===== src/rtl/rtc_pkg.sv =====
// Shared definitions for the multi-channel RTC capture block: register selects,
// channel state encoding and fixed constants.
package rtc_pkg;

  localparam logic [7:0] REG_TIME   = 8'h00;
  localparam logic [7:0] REG_STATE  = 8'h01;
  localparam logic [7:0] REG_STAMP  = 8'h02;
  localparam logic [7:0] REG_ARM    = 8'h03;
  localparam logic [7:0] REG_WINDOW = 8'h04;
  localparam logic [7:0] REG_PEAK   = 8'h05;
  localparam logic [7:0] REG_BLEN   = 8'h06;
  localparam logic [7:0] REG_BURST  = 8'h07;
  localparam logic [7:0] REG_BTS    = 8'h08;

  localparam logic [31:0] DEADBEEF      = 32'hDEAD_BEEF;
  localparam int unsigned BURST_LEN_DEF = 5000;

  typedef enum logic [1:0] {
    ST_IDLE     = 2'd0,
    ST_ARMED    = 2'd1,
    ST_QUALIFY  = 2'd2,
    ST_CAPTURED = 2'd3
  } ch_state_e;

endpackage


===== src/rtl/rtc_capture_channel.sv =====
// One capture channel: input synchroniser, rising-edge detect, and the
// arm/qualify/capture state machine that only stamps sustained events.
module rtc_capture_channel
  import rtc_pkg::*;
#(
  parameter int CNT_W       = 32,
  parameter int SYNC_STAGES = 2
) (
  input  logic             clock,
  input  logic             reset,
  input  logic             event_i,
  input  logic             arm_wr_i,
  input  logic             arm_en_i,
  input  logic [CNT_W-1:0] time_cnt_i,
  input  logic [CNT_W-1:0] window_i,
  input  logic [CNT_W-1:0] peak_i,
  output ch_state_e        state_o,
  output logic [CNT_W-1:0] stamp_o,
  output logic             valid_o
);

  logic [SYNC_STAGES-1:0] sync_q;
  logic                   lvl_q;
  logic                   rise_q;
  ch_state_e              state_q;
  logic [CNT_W-1:0]       cand_q, stamp_q, win_cnt_q, win_len_q, peak_q, hits_q;
  logic                   valid_q;
  logic [CNT_W-1:0]       hits_d;

  // rise_q and lvl_q stay aligned so the first qualifying sample is the edge itself
  always_ff @(posedge clock or posedge reset) begin
    if (reset) begin
      sync_q <= '0;
      lvl_q  <= 1'b0;
      rise_q <= 1'b0;
    end else begin
      sync_q <= {sync_q[SYNC_STAGES-2:0], event_i};
      lvl_q  <= sync_q[SYNC_STAGES-1];
      rise_q <= sync_q[SYNC_STAGES-1] & ~lvl_q;
    end
  end

  assign hits_d = hits_q + CNT_W'(lvl_q);

  always_ff @(posedge clock or posedge reset) begin
    if (reset) begin
      state_q   <= ST_IDLE;
      cand_q    <= '0;
      stamp_q   <= '0;
      win_cnt_q <= '0;
      win_len_q <= '0;
      peak_q    <= '0;
      hits_q    <= '0;
      valid_q   <= 1'b0;
    end else if (arm_wr_i) begin
      state_q <= arm_en_i ? ST_ARMED : ST_IDLE;
      valid_q <= 1'b0;
    end else begin
      case (state_q)
        ST_ARMED: begin
          if (rise_q) begin
            cand_q    <= time_cnt_i;
            win_cnt_q <= '0;
            hits_q    <= '0;
            win_len_q <= (window_i == '0) ? CNT_W'(1) : window_i;
            peak_q    <= peak_i;
            state_q   <= ST_QUALIFY;
          end
        end
        ST_QUALIFY: begin
          win_cnt_q <= win_cnt_q + CNT_W'(1);
          hits_q    <= hits_d;
          if (win_cnt_q == win_len_q - CNT_W'(1)) begin
            if (hits_d >= peak_q) begin
              stamp_q <= cand_q;
              valid_q <= 1'b1;
              state_q <= ST_CAPTURED;
            end else begin
              state_q <= ST_ARMED;
            end
          end
        end
        default: ;
      endcase
    end
  end

  assign state_o = state_q;
  assign stamp_o = stamp_q;
  assign valid_o = valid_q;

endmodule


===== src/rtl/rtc_multi_capture.sv =====
// Multi-channel RTC capture top: timebase, Avalon-MM register slave and optional
// piezo burst generator (enabled by defining RTC_BURST_OUT_EN).
module rtc_multi_capture
  import rtc_pkg::*;
#(
  parameter int NUM_CH      = 4,
  parameter int CNT_W       = 32,
  parameter int WINDOW_DEF  = 4000,
  parameter int PEAK_DEF    = 2500,
  parameter int SYNC_STAGES = 2
) (
  input  logic              clock,
  input  logic              reset,
  input  logic [NUM_CH-1:0] event_in,
  input  logic [15:0]       avalon_slave_address,
  input  logic              avalon_slave_write,
  input  logic [31:0]       avalon_slave_writedata,
  input  logic              avalon_slave_read,
  output logic [31:0]       avalon_slave_readdata,
  output logic              avalon_slave_waitrequest,
  output logic              irq,
  output logic              piezo_enable
);

  logic [7:0]       reg_sel, ch_idx;
  logic             ch_ok;
  logic [CNT_W-1:0] wdata_cnt;
  logic [CNT_W-1:0] time_cnt_q, window_q, peak_q;
  logic [31:0]      readdata_q, rd_mux;
  logic             rd_done_q;
  ch_state_e        ch_state [NUM_CH];
  logic [CNT_W-1:0] ch_stamp [NUM_CH];
  logic [NUM_CH-1:0] ch_valid;
  ch_state_e        sel_state;
  logic [CNT_W-1:0] sel_stamp;

  assign reg_sel   = avalon_slave_address[15:8];
  assign ch_idx    = avalon_slave_address[7:0];
  assign ch_ok     = (ch_idx < 8'(NUM_CH));
  assign wdata_cnt = avalon_slave_writedata[CNT_W-1:0];

  always_ff @(posedge clock or posedge reset) begin
    if (reset) begin
      time_cnt_q <= '0;
      window_q   <= CNT_W'(WINDOW_DEF);
      peak_q     <= CNT_W'(PEAK_DEF);
    end else begin
      if (avalon_slave_write && reg_sel == REG_TIME) time_cnt_q <= wdata_cnt;
      else                                           time_cnt_q <= time_cnt_q + CNT_W'(1);
      if (avalon_slave_write && reg_sel == REG_WINDOW) window_q <= wdata_cnt;
      if (avalon_slave_write && reg_sel == REG_PEAK)   peak_q   <= wdata_cnt;
    end
  end

  generate
    for (genvar gi = 0; gi < NUM_CH; gi++) begin : g_ch
      rtc_capture_channel #(
        .CNT_W       (CNT_W),
        .SYNC_STAGES (SYNC_STAGES)
      ) u_ch (
        .clock      (clock),
        .reset      (reset),
        .event_i    (event_in[gi]),
        .arm_wr_i   (avalon_slave_write && reg_sel == REG_ARM && ch_idx == 8'(gi)),
        .arm_en_i   (|avalon_slave_writedata),
        .time_cnt_i (time_cnt_q),
        .window_i   (window_q),
        .peak_i     (peak_q),
        .state_o    (ch_state[gi]),
        .stamp_o    (ch_stamp[gi]),
        .valid_o    (ch_valid[gi])
      );
    end
  endgenerate

  assign irq = |ch_valid;

`ifdef RTC_BURST_OUT_EN
  logic [CNT_W-1:0] burst_len_q, burst_cnt_q, burst_ts_q;
  logic             burst_act_q;

  always_ff @(posedge clock or posedge reset) begin
    if (reset) begin
      burst_len_q <= CNT_W'(BURST_LEN_DEF);
      burst_cnt_q <= '0;
      burst_ts_q  <= '0;
      burst_act_q <= 1'b0;
    end else begin
      if (avalon_slave_write && reg_sel == REG_BLEN) burst_len_q <= wdata_cnt;
      if (burst_act_q) begin
        burst_cnt_q <= burst_cnt_q - CNT_W'(1);
        if (burst_cnt_q == CNT_W'(1)) burst_act_q <= 1'b0;
      end else if (avalon_slave_write && reg_sel == REG_BURST && |avalon_slave_writedata) begin
        burst_ts_q <= time_cnt_q;
        if (burst_len_q != '0) begin
          burst_act_q <= 1'b1;
          burst_cnt_q <= burst_len_q;
        end
      end
    end
  end

  assign piezo_enable = burst_act_q;
`else
  assign piezo_enable = 1'b0;
`endif

  always_comb begin
    sel_state = ST_IDLE;
    sel_stamp = '0;
    for (int i = 0; i < NUM_CH; i++) begin
      if (ch_idx == 8'(i)) begin
        sel_state = ch_state[i];
        sel_stamp = ch_stamp[i];
      end
    end
  end

  always_comb begin
    rd_mux = DEADBEEF;
    case (reg_sel)
      REG_TIME:   rd_mux = 32'(time_cnt_q);
      REG_STATE:  if (ch_ok) rd_mux = {30'b0, sel_state};
      REG_STAMP:  if (ch_ok) rd_mux = 32'(sel_stamp);
      REG_WINDOW: rd_mux = 32'(window_q);
      REG_PEAK:   rd_mux = 32'(peak_q);
`ifdef RTC_BURST_OUT_EN
      REG_BLEN:   rd_mux = 32'(burst_len_q);
      REG_BURST:  rd_mux = {31'b0, burst_act_q};
      REG_BTS:    rd_mux = 32'(burst_ts_q);
`endif
      default:    rd_mux = DEADBEEF;
    endcase
  end

  // One wait state per read; a held read strobe starts a fresh transfer after completion
  always_ff @(posedge clock or posedge reset) begin
    if (reset) begin
      rd_done_q  <= 1'b0;
      readdata_q <= '0;
    end else if (avalon_slave_read && !rd_done_q) begin
      rd_done_q  <= 1'b1;
      readdata_q <= rd_mux;
    end else begin
      rd_done_q  <= 1'b0;
    end
  end

  assign avalon_slave_waitrequest = avalon_slave_read & ~rd_done_q;
  assign avalon_slave_readdata    = readdata_q;

endmodule


===== config.mk =====
export PLATFORM = sky130hd
export DESIGN_NAME = rtc_multi_capture
export DESIGN_NICKNAME = d
export VERILOG_FILES = /design/src/rtl/rtc_pkg.sv /design/src/rtl/rtc_capture_channel.sv /design/src/rtl/rtc_multi_capture.sv
export SDC_FILE = /design/constraint.sdc
export NUM_CORES = 2
export LEC_CHECK = 0
export CAP_MARGIN = 20
export CORE_ASPECT_RATIO = 1.1
export CORE_MARGIN = 10
export CORE_UTILIZATION = 40
export DETAILED_ROUTE_END_ITERATION = 16
export PLACE_DENSITY = 0.65
export SETUP_SLACK_MARGIN = 0.2
export SYNTH_ARGS = -nofsm -noshare
export SYNTH_HDL_FRONTEND = slang
export SYNTH_HIERARCHICAL = 1
export SYNTH_SLANG_ARGS = --single-unit

===== constraint.sdc =====
create_clock -name clock -period 18.2 [get_ports clock]
set_input_delay 1.82 -clock clock [delete_from_list [all_inputs] [get_ports clock]]
set_output_delay 1.82 -clock clock [all_outputs]
set_load 0.02 [all_outputs]

==> results.cfg <==
[yosys]
ys_seq_elements = 925
yosysTopAreaCellShare = 0.467
ys_seq_area_frac = 0.473
synthMuxAreaShare = 0.135
synthCells = 4614
synth_top_family_by_area = simple AND/OR/NAND/NOR gates
synth-compound-area-share = 0.0964
synth_adder_area_share = 0.0371
synth_cell_types = 74
synth_area_per_cell_um2 = 10.6
ys.flop_type = dfrtp_1
async_flop_share = 1.00
yosys.area_share.simple = 0.141
synth_edf_count = 0
synth-xor-area-share = 0.0805
synth_top_area_cell = dfrtp_1
synth_area_um2 = 48900
yosysWarnings = 6
synth.net_count = 4815
yosys-top-cells-area = dfrtp_1, mux2_2, xnor2_1, xor2_1, ha_1

[timing]
period_minus_slack_ns = 5.78
tightest_slew_ns = 1.17
period_share = 0.318
hold_viol_final = 0
fin_hold_ws_ns = 0.348
slew_violations = 0
tns_ns = 0
skew_ns = 0.0557
setup_viol = 0
slew_headroom = 0.215
rsz0062_at_grt = false
fmax_ghz = 0.173

[clocking]
cts.sinks = 925
hold_buffers = 0
post_cts_buffers = 0
clock_path_buffers = 3
ctsResizeCount = 0
clk_pin_slew_ns = 0.06
clockRootBuffer = clkbuf_16
htreeDepth = 3
cts_tree = yes
clk_latency_ns = 0.70
cts_inserted_buffers = 97

[cells_and_area]
syn_to_final_growth_pct = 11.9
utilization = 0.451
layout-drive-gt1-share = 0.147
fillCellCount = 11300
nets = 4823

[worst_setup_path]
path_cells = ha_1 > ha_1 > and3_1 > nand2_1 > nor3_1 > and4_1 > nand3_1 > xnor2_1 > ha_1 > nand3_1 > nor4_1 > nor4b_1 > a21oi_1 > nor4_1 > nand2b_4 > mux2_4
cp_slowest_stage_delay_ns = 0.60
start_kind = register
cp-end-kind = register
slowest_stage = nand2b_4
critPathKind = reg -> reg
crit_path_max_fanout = 33
rr_worst_depth = 16
arrival_ns = 6.34
required_ns = 18.76
cp_common_cell = ha_1

[power_and_ir_drop]
p_leak_nw = 25.6
vdd.ir_drop.worst_mv = 0.0799
p_per_area_nw_per_um2 = 82.4
fin_total_pwr_mw = 4.51

[grt]
grt_use_met2 = 0.307
grt_first_pass_wirelength_um = 218000
use_met3 = 0.0489
grtUsageTotal = 0.203
top_usage_layer = met2
grt_pass1_vias = 35200
antenna_found_initial = 12
grtUsageMet1 = 0.275
grt_max_degree = 134
overflow = 0

[drt]
drtAntennaViolNets = 0
vias = 36100
routed_wl_um = 142000
drtIter0Drc = 3180
drt-pass1-iter-count = 6
via_per_inst = 5.69
drc = 0
avgRoutedWirePerCell_um = 22.4

[floorplan]
core_area_um2 = 121000
rows = 134
pin_count = 91
start_util = 0.403
die_w_um = 353
fp.dieArea_um2 = 137000
die_h_um = 387

[placement]
post-dp-hpwl_um = 93500
finalWeightedCongestion = 0.916
io_buffers = 89

[hold_path]
hold_path_class = reg -> reg
hold_depth = 0

[job]
cap_viol_max_count = 0

[outcome]
status = finished clean
==> layout make-up <==
type / instances / area, um2 / area share
antenna: 3 / 7.51 / 0.000137
clock buffer: 139 / 2840 / 0.0518
clock inverter: 41 / 673 / 0.0123
inverter: 167 / 662 / 0.0121
multi-input combinational: 3291 / 24000 / 0.439
sequential: 925 / 23200 / 0.423
tap: 1632 / 2040 / 0.0373
timing repair buffer: 140 / 1340 / 0.0245
==> worst max-delay path: cells and delay by family (launching register included) <==
kind,cells,cell delay (ns)
flops,1,0.36
xor+xnor,1,0.17
simple gates,10,3.57
mux,1,0.51
compound gates,1,0.20
fa+ha+maj,3,0.82
==> final timing paths <==
| kind | from | slack, ns | to |
|---|---|---|---|
| max in group asynchronous | reset | 13.70 | g_ch[3].u_ch/cand_q[30]$_DFFE_PP0P_ |
| min reg2reg | g_ch[2].u_ch/sync_q[0]$_DFF_PP0_ | 0.35 | g_ch[2].u_ch/sync_q[1]$_DFF_PP0_ |
| min in group asynchronous | reset | 2.27 | g_ch[3].u_ch/peak_q[5]$_DFFE_PP0P_ |
| max | g_ch[3].u_ch/lvl_q$_DFF_PP0_ | 12.42 | g_ch[3].u_ch/stamp_o[5]$_DFFE_PP0P_ |
| max reg2reg | g_ch[3].u_ch/lvl_q$_DFF_PP0_ | 12.42 | g_ch[3].u_ch/stamp_o[5]$_DFFE_PP0P_ |
| min | g_ch[2].u_ch/sync_q[0]$_DFF_PP0_ | 0.35 | g_ch[2].u_ch/sync_q[1]$_DFF_PP0_ |
==> state kept, by name, summed over array words and instances (netlist names), 8 cells and up <==
name and flops:
g_ch.u_ch/cand_q 128, peak_q 32, g_ch.u_ch/hits_q 128, g_ch.u_ch/win_cnt_q 128, g_ch.u_ch/win_len_q 128, g_ch.u_ch/peak_q 128
avalon_slave_readdata 32, g_ch.u_ch/sync_q 8, time_cnt_q 32, g_ch.u_ch/stamp_o 128, g_ch.u_ch/state_o 8, window_q 32
==> through the flow <==
step / instance area, um2 / cells / worst slack (ns)
detailed placement: 51100 / 6150 / 11.94
finish: 54800 / 6338 / 12.42
CTS: 54600 / 6330 / 12.40
floorplan: 48900 / 4614 / 10.95
global route: 54700 / 6335 / 11.90
global placement: 51100 / 6150 / 12.00
==> cell usage after synthesis, types with 75 or more instances <==
cell type and count:
mux2_2 270, ha_1 145, mux2_4 116, o31ai_1 80, dfrtp_1 914, nor3_1 75, nor2_1 333, clkbuf_1 173
and3_1 79, nand2_1 332, nand4_1 84, xor2_1 208, o21ai_0 356, xnor2_1 242, nand3_1 188, nor4_1 101
inv_1 166, a21oi_1 139
==> per-layer routing <==
layer / up-vias / share of wire
met5: - / 0.00036
met2: 1242 / 0.44
met4: 8 / 0.042
li1: 16400 / -
met3: 266 / 0.084
met1: 18100 / 0.43
==> cells in the final DEF, fill, tap and decap left out, types with 33 or more instances in the layout <==
cell             instances
dfrtp_1                914
o21ai_0                356
nand2_1                332
nor2_1                 328
mux2_2                 270
xnor2_1                242
xor2_1                 208
nand3_1                186
inv_1                  161
ha_1                   145
a21oi_1                139
mux2_4                 116
nor4_1                 101
clkbuf_16               98
clkdlybuf4s50_1         85
nand4_1                 84
o31ai_1                 80
and3_1                  79
nor3_1                  75
mux2_1                  60
a31oi_1                 52
buf_4                   46
mux2i_1                 38
mux4_2                  34
or3_1                   33
==> logic make-up (layout without fill, tap and decap cells) <==
kind of cell,Yosys count,after routing
AND/OR/NAND/NOR,1381,1381
flip-flops,925,925
AO/OA/AOI/OAI,796,796
multiplexers,518,518
XOR/XNOR,450,450
buffers and inverters,398,487
adder cells (fa/ha/maj),145,145
other,1,4
==> report_power, final <==
| part | total (mW) | leakage, nW | switching [mW] | internal [mW] |
|---|---|---|---|---|
| clock | 2.17 | 1.71 | 0.883 | 1.29 |
| combinational | 0.165 | 11.3 | 0.108 | 0.0568 |
| sequential | 2.17 | 12.6 | 0.0922 | 2.08 |
Power figures use the tool's default switching activity.
